### config.mk
export PLATFORM = sky130hd
export DESIGN_NAME = mem1_flat
export DESIGN_NICKNAME = d
export VERILOG_FILES = /design/src/rtl/mem1_pkg.sv /design/src/rtl/mem1_if.sv /design/src/rtl/mem1_align.sv /design/src/rtl/mem1.sv /design/src/flat_wrapper.sv
export SDC_FILE = /design/constraint.sdc
export NUM_CORES = 1
export LEC_CHECK = 0
export CAP_MARGIN = 20
export CORE_MARGIN = 2
export CORE_UTILIZATION = 49
export DETAILED_ROUTE_END_ITERATION = 16
export PLACE_DENSITY = 0.87
export SLEW_MARGIN = 20
export SYNTH_ARGS = -nofsm -noshare
export SYNTH_HDL_FRONTEND = slang
export SYNTH_SLANG_ARGS = --single-unit
### constraint.sdc
create_clock -name clk -period 4.4 [get_ports clk]
set_input_delay 0.66 -clock clk [delete_from_list [all_inputs] [get_ports clk]]
set_output_delay 0.66 -clock clk [all_outputs]
set_load 0.02 [all_outputs]
### src/rtl/mem1_pkg.sv
// Shared widths, FSM encoding and access-context type for the mem1 memory-access stage.
// The lane one-hot helper is shared by the aligner and anything decoding byte enables.
package mem1_pkg;

  localparam int unsigned REG_SIZE    = 32;
  localparam int unsigned ADDR_SIZE   = 32;
  localparam int unsigned REG_ADDR    = 5;
  localparam int unsigned MEM_BE_W    = 4;
  localparam int unsigned MEM_TIMEOUT = 16;

  typedef enum logic {
    StIdle = 1'b0,
    StWait = 1'b1
  } mem_state_e;

  // What the write-back side needs to remember about the access in flight.
  typedef struct packed {
    logic                load;
    logic                byte_acc;
    logic [1:0]          lane;
    logic                regwrite;
    logic [REG_ADDR-1:0] wreg;
  } acc_ctx_t;

  function automatic logic [MEM_BE_W-1:0] lane_onehot(input logic [1:0] lane);
    return MEM_BE_W'(1) << lane;
  endfunction

endpackage

### src/rtl/mem1_if.sv
// Data-memory request/acknowledge port between the mem1 stage (master) and memory (slave).
interface mem1_if;
  import mem1_pkg::*;

  logic                 req;
  logic                 we;
  logic [MEM_BE_W-1:0]  be;
  logic [ADDR_SIZE-1:0] addr;
  logic [REG_SIZE-1:0]  wdata;
  logic [REG_SIZE-1:0]  rdata;
  logic                 ack;

  modport master (
    output req, we, be, addr, wdata,
    input  rdata, ack
  );

  modport slave (
    input  req, we, be, addr, wdata,
    output rdata, ack
  );

endinterface

### src/rtl/mem1_align.sv
// Combinational lane handling: store byte enables and lane replication, load byte select
// with sign extension.
module mem1_align
  import mem1_pkg::*;
(
  input  logic                st_byte,
  input  logic [1:0]          st_lane,
  input  logic [REG_SIZE-1:0] st_data,
  output logic [MEM_BE_W-1:0] st_be,
  output logic [REG_SIZE-1:0] st_wdata,
  input  logic                ld_byte,
  input  logic [1:0]          ld_lane,
  input  logic [REG_SIZE-1:0] ld_rdata,
  output logic [REG_SIZE-1:0] ld_data
);

  logic [7:0] ld_b;

  always_comb begin
    st_be    = st_byte ? lane_onehot(st_lane) : '1;
    st_wdata = st_byte ? {4{st_data[7:0]}} : st_data;

    ld_b = ld_rdata[7:0];
    unique case (ld_lane)
      2'd0: ld_b = ld_rdata[7:0];
      2'd1: ld_b = ld_rdata[15:8];
      2'd2: ld_b = ld_rdata[23:16];
      2'd3: ld_b = ld_rdata[31:24];
      default: ld_b = ld_rdata[7:0];
    endcase

    ld_data = ld_byte ? {{(REG_SIZE - 8){ld_b[7]}}, ld_b} : ld_rdata;
  end

endmodule

### src/rtl/mem1.sv
// Memory-access stage: IDLE/WAIT FSM issuing word/byte accesses over a req/ack port with a
// timeout, producing a registered one-cycle write-back bundle per instruction.
module mem1
  import mem1_pkg::*;
#(
  parameter int unsigned TIMEOUT_CYCLES = MEM_TIMEOUT
) (
  input  logic                clk,
  input  logic                rst_n,
  input  logic                in_valid,
  input  logic                memread,
  input  logic                memwrite,
  input  logic                membyte,
  input  logic [REG_SIZE-1:0] alu_result,
  input  logic [REG_SIZE-1:0] data_store,
  input  logic                regwrite_in,
  input  logic [REG_ADDR-1:0] wreg_in,
  output logic                stall,
  mem1_if.master              mem,
  output logic                wb_valid,
  output logic                wb_regwrite,
  output logic [REG_SIZE-1:0] wb_data,
  output logic [REG_ADDR-1:0] wb_reg,
  output logic                exc_misaligned,
  output logic                exc_bus
);

  localparam int unsigned CntW = (TIMEOUT_CYCLES > 1) ? $clog2(TIMEOUT_CYCLES) : 1;
  localparam logic [CntW-1:0] CntLast = CntW'(TIMEOUT_CYCLES - 1);

  mem_state_e state_q, state_d;
  logic [CntW-1:0] cnt_q, cnt_d;
  acc_ctx_t ctx_q, ctx_d;

  logic                 req_q, req_d;
  logic                 we_q, we_d;
  logic [MEM_BE_W-1:0]  be_q, be_d;
  logic [ADDR_SIZE-1:0] addr_q, addr_d;
  logic [REG_SIZE-1:0]  wdata_q, wdata_d;

  logic                wb_valid_q, wb_valid_d;
  logic                wb_rw_q, wb_rw_d;
  logic [REG_SIZE-1:0] wb_data_q, wb_data_d;
  logic [REG_ADDR-1:0] wb_reg_q, wb_reg_d;
  logic                exc_mis_q, exc_mis_d;
  logic                exc_bus_q, exc_bus_d;

  logic                is_mem;
  logic                misaligned;
  logic [MEM_BE_W-1:0] st_be;
  logic [REG_SIZE-1:0] st_wdata;
  logic [REG_SIZE-1:0] ld_data;

  mem1_align u_align (
    .st_byte  (membyte),
    .st_lane  (alu_result[1:0]),
    .st_data  (data_store),
    .st_be    (st_be),
    .st_wdata (st_wdata),
    .ld_byte  (ctx_q.byte_acc),
    .ld_lane  (ctx_q.lane),
    .ld_rdata (mem.rdata),
    .ld_data  (ld_data)
  );

  assign is_mem     = memread | memwrite;
  assign misaligned = !membyte && (alu_result[1:0] != 2'b00);

  always_comb begin
    state_d    = state_q;
    cnt_d      = cnt_q;
    ctx_d      = ctx_q;
    req_d      = req_q;
    we_d       = we_q;
    be_d       = be_q;
    addr_d     = addr_q;
    wdata_d    = wdata_q;
    wb_valid_d = 1'b0;
    exc_mis_d  = 1'b0;
    exc_bus_d  = 1'b0;
    wb_rw_d    = wb_rw_q;
    wb_data_d  = wb_data_q;
    wb_reg_d   = wb_reg_q;

    unique case (state_q)
      StIdle: begin
        if (in_valid) begin
          if (!is_mem) begin
            wb_valid_d = 1'b1;
            wb_data_d  = alu_result;
            wb_reg_d   = wreg_in;
            wb_rw_d    = regwrite_in;
          end else if (misaligned) begin
            // Faulting address goes out on wb_data for the exception handler.
            wb_valid_d = 1'b1;
            exc_mis_d  = 1'b1;
            wb_rw_d    = 1'b0;
            wb_data_d  = alu_result;
            wb_reg_d   = wreg_in;
          end else begin
            state_d        = StWait;
            cnt_d          = '0;
            req_d          = 1'b1;
            we_d           = !memread;
            be_d           = st_be;
            addr_d         = {alu_result[ADDR_SIZE-1:2], 2'b00};
            wdata_d        = st_wdata;
            ctx_d.load     = memread;
            ctx_d.byte_acc = membyte;
            ctx_d.lane     = alu_result[1:0];
            ctx_d.regwrite = regwrite_in;
            ctx_d.wreg     = wreg_in;
          end
        end
      end
      StWait: begin
        // Ack is checked first so it wins over a coincident timeout.
        if (mem.ack) begin
          state_d    = StIdle;
          req_d      = 1'b0;
          wb_valid_d = 1'b1;
          wb_reg_d   = ctx_q.wreg;
          wb_rw_d    = ctx_q.load ? ctx_q.regwrite : 1'b0;
          wb_data_d  = ctx_q.load ? ld_data : '0;
        end else if (cnt_q == CntLast) begin
          state_d    = StIdle;
          req_d      = 1'b0;
          wb_valid_d = 1'b1;
          exc_bus_d  = 1'b1;
          wb_rw_d    = 1'b0;
          wb_data_d  = '0;
          wb_reg_d   = ctx_q.wreg;
        end else begin
          cnt_d = cnt_q + 1'b1;
        end
      end
      default: state_d = StIdle;
    endcase
  end

  always_ff @(posedge clk or negedge rst_n) begin
    if (!rst_n) begin
      state_q    <= StIdle;
      cnt_q      <= '0;
      ctx_q      <= '0;
      req_q      <= 1'b0;
      we_q       <= 1'b0;
      be_q       <= '0;
      addr_q     <= '0;
      wdata_q    <= '0;
      wb_valid_q <= 1'b0;
      wb_rw_q    <= 1'b0;
      wb_data_q  <= '0;
      wb_reg_q   <= '0;
      exc_mis_q  <= 1'b0;
      exc_bus_q  <= 1'b0;
    end else begin
      state_q    <= state_d;
      cnt_q      <= cnt_d;
      ctx_q      <= ctx_d;
      req_q      <= req_d;
      we_q       <= we_d;
      be_q       <= be_d;
      addr_q     <= addr_d;
      wdata_q    <= wdata_d;
      wb_valid_q <= wb_valid_d;
      wb_rw_q    <= wb_rw_d;
      wb_data_q  <= wb_data_d;
      wb_reg_q   <= wb_reg_d;
      exc_mis_q  <= exc_mis_d;
      exc_bus_q  <= exc_bus_d;
    end
  end

  assign stall          = (state_q != StIdle);
  assign mem.req        = req_q;
  assign mem.we         = we_q;
  assign mem.be         = be_q;
  assign mem.addr       = addr_q;
  assign mem.wdata      = wdata_q;
  assign wb_valid       = wb_valid_q;
  assign wb_regwrite    = wb_rw_q;
  assign wb_data        = wb_data_q;
  assign wb_reg         = wb_reg_q;
  assign exc_misaligned = exc_mis_q;
  assign exc_bus        = exc_bus_q;

endmodule

### src/flat_wrapper.sv
// flat-port wrapper written by rule: the top's interface ports become plain ports
module mem1_flat import mem1_pkg::*;
#(
  parameter int unsigned TIMEOUT_CYCLES = MEM_TIMEOUT
)
  (clk, rst_n, in_valid, memread, memwrite, membyte, alu_result, data_store, regwrite_in, wreg_in, stall, wb_valid, wb_regwrite, wb_data, wb_reg, exc_misaligned, exc_bus, mem_req, mem_we, mem_be, mem_addr, mem_wdata, mem_rdata, mem_ack);
  mem1_if mem_i ();
  input  logic clk;
  input  logic rst_n;
  input  logic in_valid;
  input  logic memread;
  input  logic memwrite;
  input  logic membyte;
  input  logic [REG_SIZE-1:0] alu_result;
  input  logic [REG_SIZE-1:0] data_store;
  input  logic regwrite_in;
  input  logic [REG_ADDR-1:0] wreg_in;
  output logic stall;
  output logic wb_valid;
  output logic wb_regwrite;
  output logic [REG_SIZE-1:0] wb_data;
  output logic [REG_ADDR-1:0] wb_reg;
  output logic exc_misaligned;
  output logic exc_bus;
  output wire logic [$bits(mem_i.req)-1:0] mem_req;
  output wire logic [$bits(mem_i.we)-1:0] mem_we;
  output wire logic [$bits(mem_i.be)-1:0] mem_be;
  output wire logic [$bits(mem_i.addr)-1:0] mem_addr;
  output wire logic [$bits(mem_i.wdata)-1:0] mem_wdata;
  input wire logic [$bits(mem_i.rdata)-1:0] mem_rdata;
  input wire logic [$bits(mem_i.ack)-1:0] mem_ack;
  assign mem_req = mem_i.req;
  assign mem_we = mem_i.we;
  assign mem_be = mem_i.be;
  assign mem_addr = mem_i.addr;
  assign mem_wdata = mem_i.wdata;
  assign mem_i.rdata = mem_rdata;
  assign mem_i.ack = mem_ack;
  mem1 #(.TIMEOUT_CYCLES(TIMEOUT_CYCLES)) u_core (.clk(clk), .rst_n(rst_n), .in_valid(in_valid), .memread(memread), .memwrite(memwrite), .membyte(membyte), .alu_result(alu_result), .data_store(data_store), .regwrite_in(regwrite_in), .wreg_in(wreg_in), .stall(stall), .mem(mem_i), .wb_valid(wb_valid), .wb_regwrite(wb_regwrite), .wb_data(wb_data), .wb_reg(wb_reg), .exc_misaligned(exc_misaligned), .exc_bus(exc_bus));
endmodule
==> flow_summary_export.csv <==
group,metric,value,unit
outcome,status,"completed",
cts,postCtsSetupBuffers,0,
yosys,yosysTopAreaCell,"dfrtp_1",
detailed_routing,firstDrtPassIters,5,
detailed_routing,drc,0,
detailed_routing,detail-route-antenna-nets,0,
timing,worstMarginPinSlew,1070,ps
flow_run,drv_cap,0,
place,routabilityCongestion,0.819,
yosys,ys_warn_count,0,
critical_path,end_kind,"flop",
critical_path,cp-start-kind,"input pin",
cts,cts_tree,"done",
timing,period_minus_slack,2600,ps
yosys,netlist_instances,504,
cts,cts-htree-levels,4,
yosys,yosys.area.top_type_share,0.511,
die,die_h,115,um
cts,insertion_delay,410,ps
pwr,power_density,552,nW/um2
global_routing,grt_max_degree,72,
global_routing,grt_overflow,0,
global_routing,grt_pass1_vias,4983,
global_routing,grt_use_total,0.270,
timing,max_freq,0.385,GHz
detailed_routing,vias,5059,
hold_path,hold_class,"input pin to async pin",
cts,path_clk_slew,60,ps
die,dieArea,13300,um2
yosys,seq_area_frac_synth,0.511,
cells_and_area,final_layout_size_suffix_gt1_frac,0.172,
detailed_routing,drt-total-wl,17.7,mm
timing,drv_slew,0,
cells_and_area,final_nets,817,
critical_path,cp.arrival,2890,ps
global_routing,antenna_found_initial,0,
die,start_util,0.503,
critical_path,critPathLaunch,"memread",
critical_path,cp_slowest_cell,"buf_4",
die,ios,221,
timing,rsz0062_at_grt,"false",
critical_path,slowest_delay,600,ps
yosys,synth_cell_types,46,
critical_path,worst-path-max-fanout,71,
yosys,syn_avg_cell_area,12.0,um2
critical_path,cp.required,4700,ps
cts,cts_num_sinks,124,
cells_and_area,area_growth,47.4,%
cts,ctsLongestPathBuffers,2,
critical_path,timing.rr.start,"u_core.stall",
cells_and_area,fillers,788,
die,core,12100,um2
place,buffer_ports.inserted,218,
yosys,syn_area,6070,um2
yosys,ys.flop_type,"dfrtp_1",
pwr,irDropWorstVdd,0.250,mV
timing,hold_violations,0,
detailed_routing,vias_per_cell,5.70,
cts,numCtsBuffers,17,
detailed_routing,wl_per_cell,20.0,um
cts,cts-root-buf,"clkbuf_16",
yosys,async_flop_share,1.00,
timing,tns,0,ps
detailed_routing,drt_iter0_drc,364,
yosys,synth_edf_count,0,
place,dp_hpwl,12.6,mm
die,rows,40,
pwr,power_leakage,3.76,nW
cts,cts_resized,0,
critical_path,worstPathCellList,"clkdlybuf4s50_1 > or2_1 > nand3_4 > buf_4 > mux2_2",
cts,holdBufCountCts,0,
die,chipWidth,115,um
timing,finalSetupViolCount,0,
timing,hold_ws,240,ps
timing,timing.final.crit_share,0.590,
yosys,ys_ff_latch,124,
global_routing,grt_pass1_wl,27.3,mm
timing,slew_headroom,0.285,
timing,skew,6.90,ps
yosys,synth_area_leaders,"dfrtp_1 (51%), mux2_2 (8.3%), a2bb2oi_2 (7.2%)",
cells_and_area,diodes,0,
critical_path,critical_path_class,"input pin to flop",
cell families after synthesis:
family | count (synthesis) | share of synthesized area
AND/OR/NAND/NOR | 94 | 0.0806
buffers and inverters | 46 | 0.0460
adder cells (fa/ha/maj) | 1 | 0.00206
other | 1 | 0.000618
flip-flops | 124 | 0.511
multiplexers | 84 | 0.151
AO/OA/AOI/OAI | 154 | 0.208
critical path, delay by kind of cell:
kind / cells / cell delay, ps
buffers and inverters: 2 / 1050
AND/OR/NAND/NOR: 2 / 670
multiplexers: 1 / 420
power by group:
group,internal (mW),switching (mW)
clock network,1.05,0.506
logic,0.893,0.807
registers,1.44,0.243
layout by cell type (no fill, tap or decap), drive strengths merged, types with 10 or more instances in the layout:
master and instances:
clkdlybuf4s50 216, dfrtp 124, o21ai 61, mux2 47, a2bb2oi 37, mux2i 36
nand2 31, a22oi 31, nor2b 26, clkbuf 21, nor2 10
per-layer routing:
layer / up-vias / track usage / routed length (um)
met5: - / 0 / 0
met4: 0 / 0.115 / 526
met3: 42 / 0.0780 / 1460
met2: 274 / 0.426 / 8400
met1: 2484 / 0.349 / 7330
li1: 2259 / - / -
final timing paths:
kind	to	slack, ps	cells after the start
max reg2reg	u_core.mem.wdata[3]	1850	4
max	u_core.mem.wdata[3]	1800	5
max in group asynchronous	u_core.mem.addr[24]	3210	2
min in group clk	u_core.mem.wdata[24]	480	2
min	u_core.wb_data[8]	240	1
min reg2reg	u_core.mem.wdata[24]	480	2
through the flow:
stage	power (mW)	cells	worst slack, ps	util	instance area, um2
after detailed placement	3.39	855	1380	0.685	8260
after floorplan	2.57	505	2450	-	6080
after global placement	3.33	855	1460	0.685	8260
after CTS	4.96	887	1730	0.740	8920
after global routing	5.14	888	1700	0.742	8950
final	4.94	888	1800	0.742	8950
cell type report:
| type | count | area [um2] | share of cell area |
|---|---|---|---|
| Clock buffer | 21 | 470 | 0.0526 |
| Clock inverter | 11 | 189 | 0.0211 |
| Inverter | 4 | 27.5 | 0.00308 |
| Multi-Input combinational cell | 335 | 2700 | 0.302 |
| Sequential cell | 124 | 3100 | 0.347 |
| Tap cell | 168 | 210 | 0.0235 |
| Timing Repair Buffer | 225 | 2250 | 0.251 |
synthesized netlist by cell type, types with 3 or more instances:
cell type / n
nand2_1: 31
a32o_1: 5
o221ai_1: 7
nand3_1: 7
buf_12: 3
a2bb2oi_1: 8
mux2_2: 45
clkbuf_1: 21
o21ai_1: 6
a2bb2oi_2: 29
nor2_1: 10
mux2i_1: 36
a22oi_1: 31
buf_2: 12
o21ai_0: 54
nand2b_1: 8
nor2b_1: 26
a21oi_1: 4
dfrtp_1: 124
buf_4: 4
Note: power is estimated with default switching activity, not from simulation.
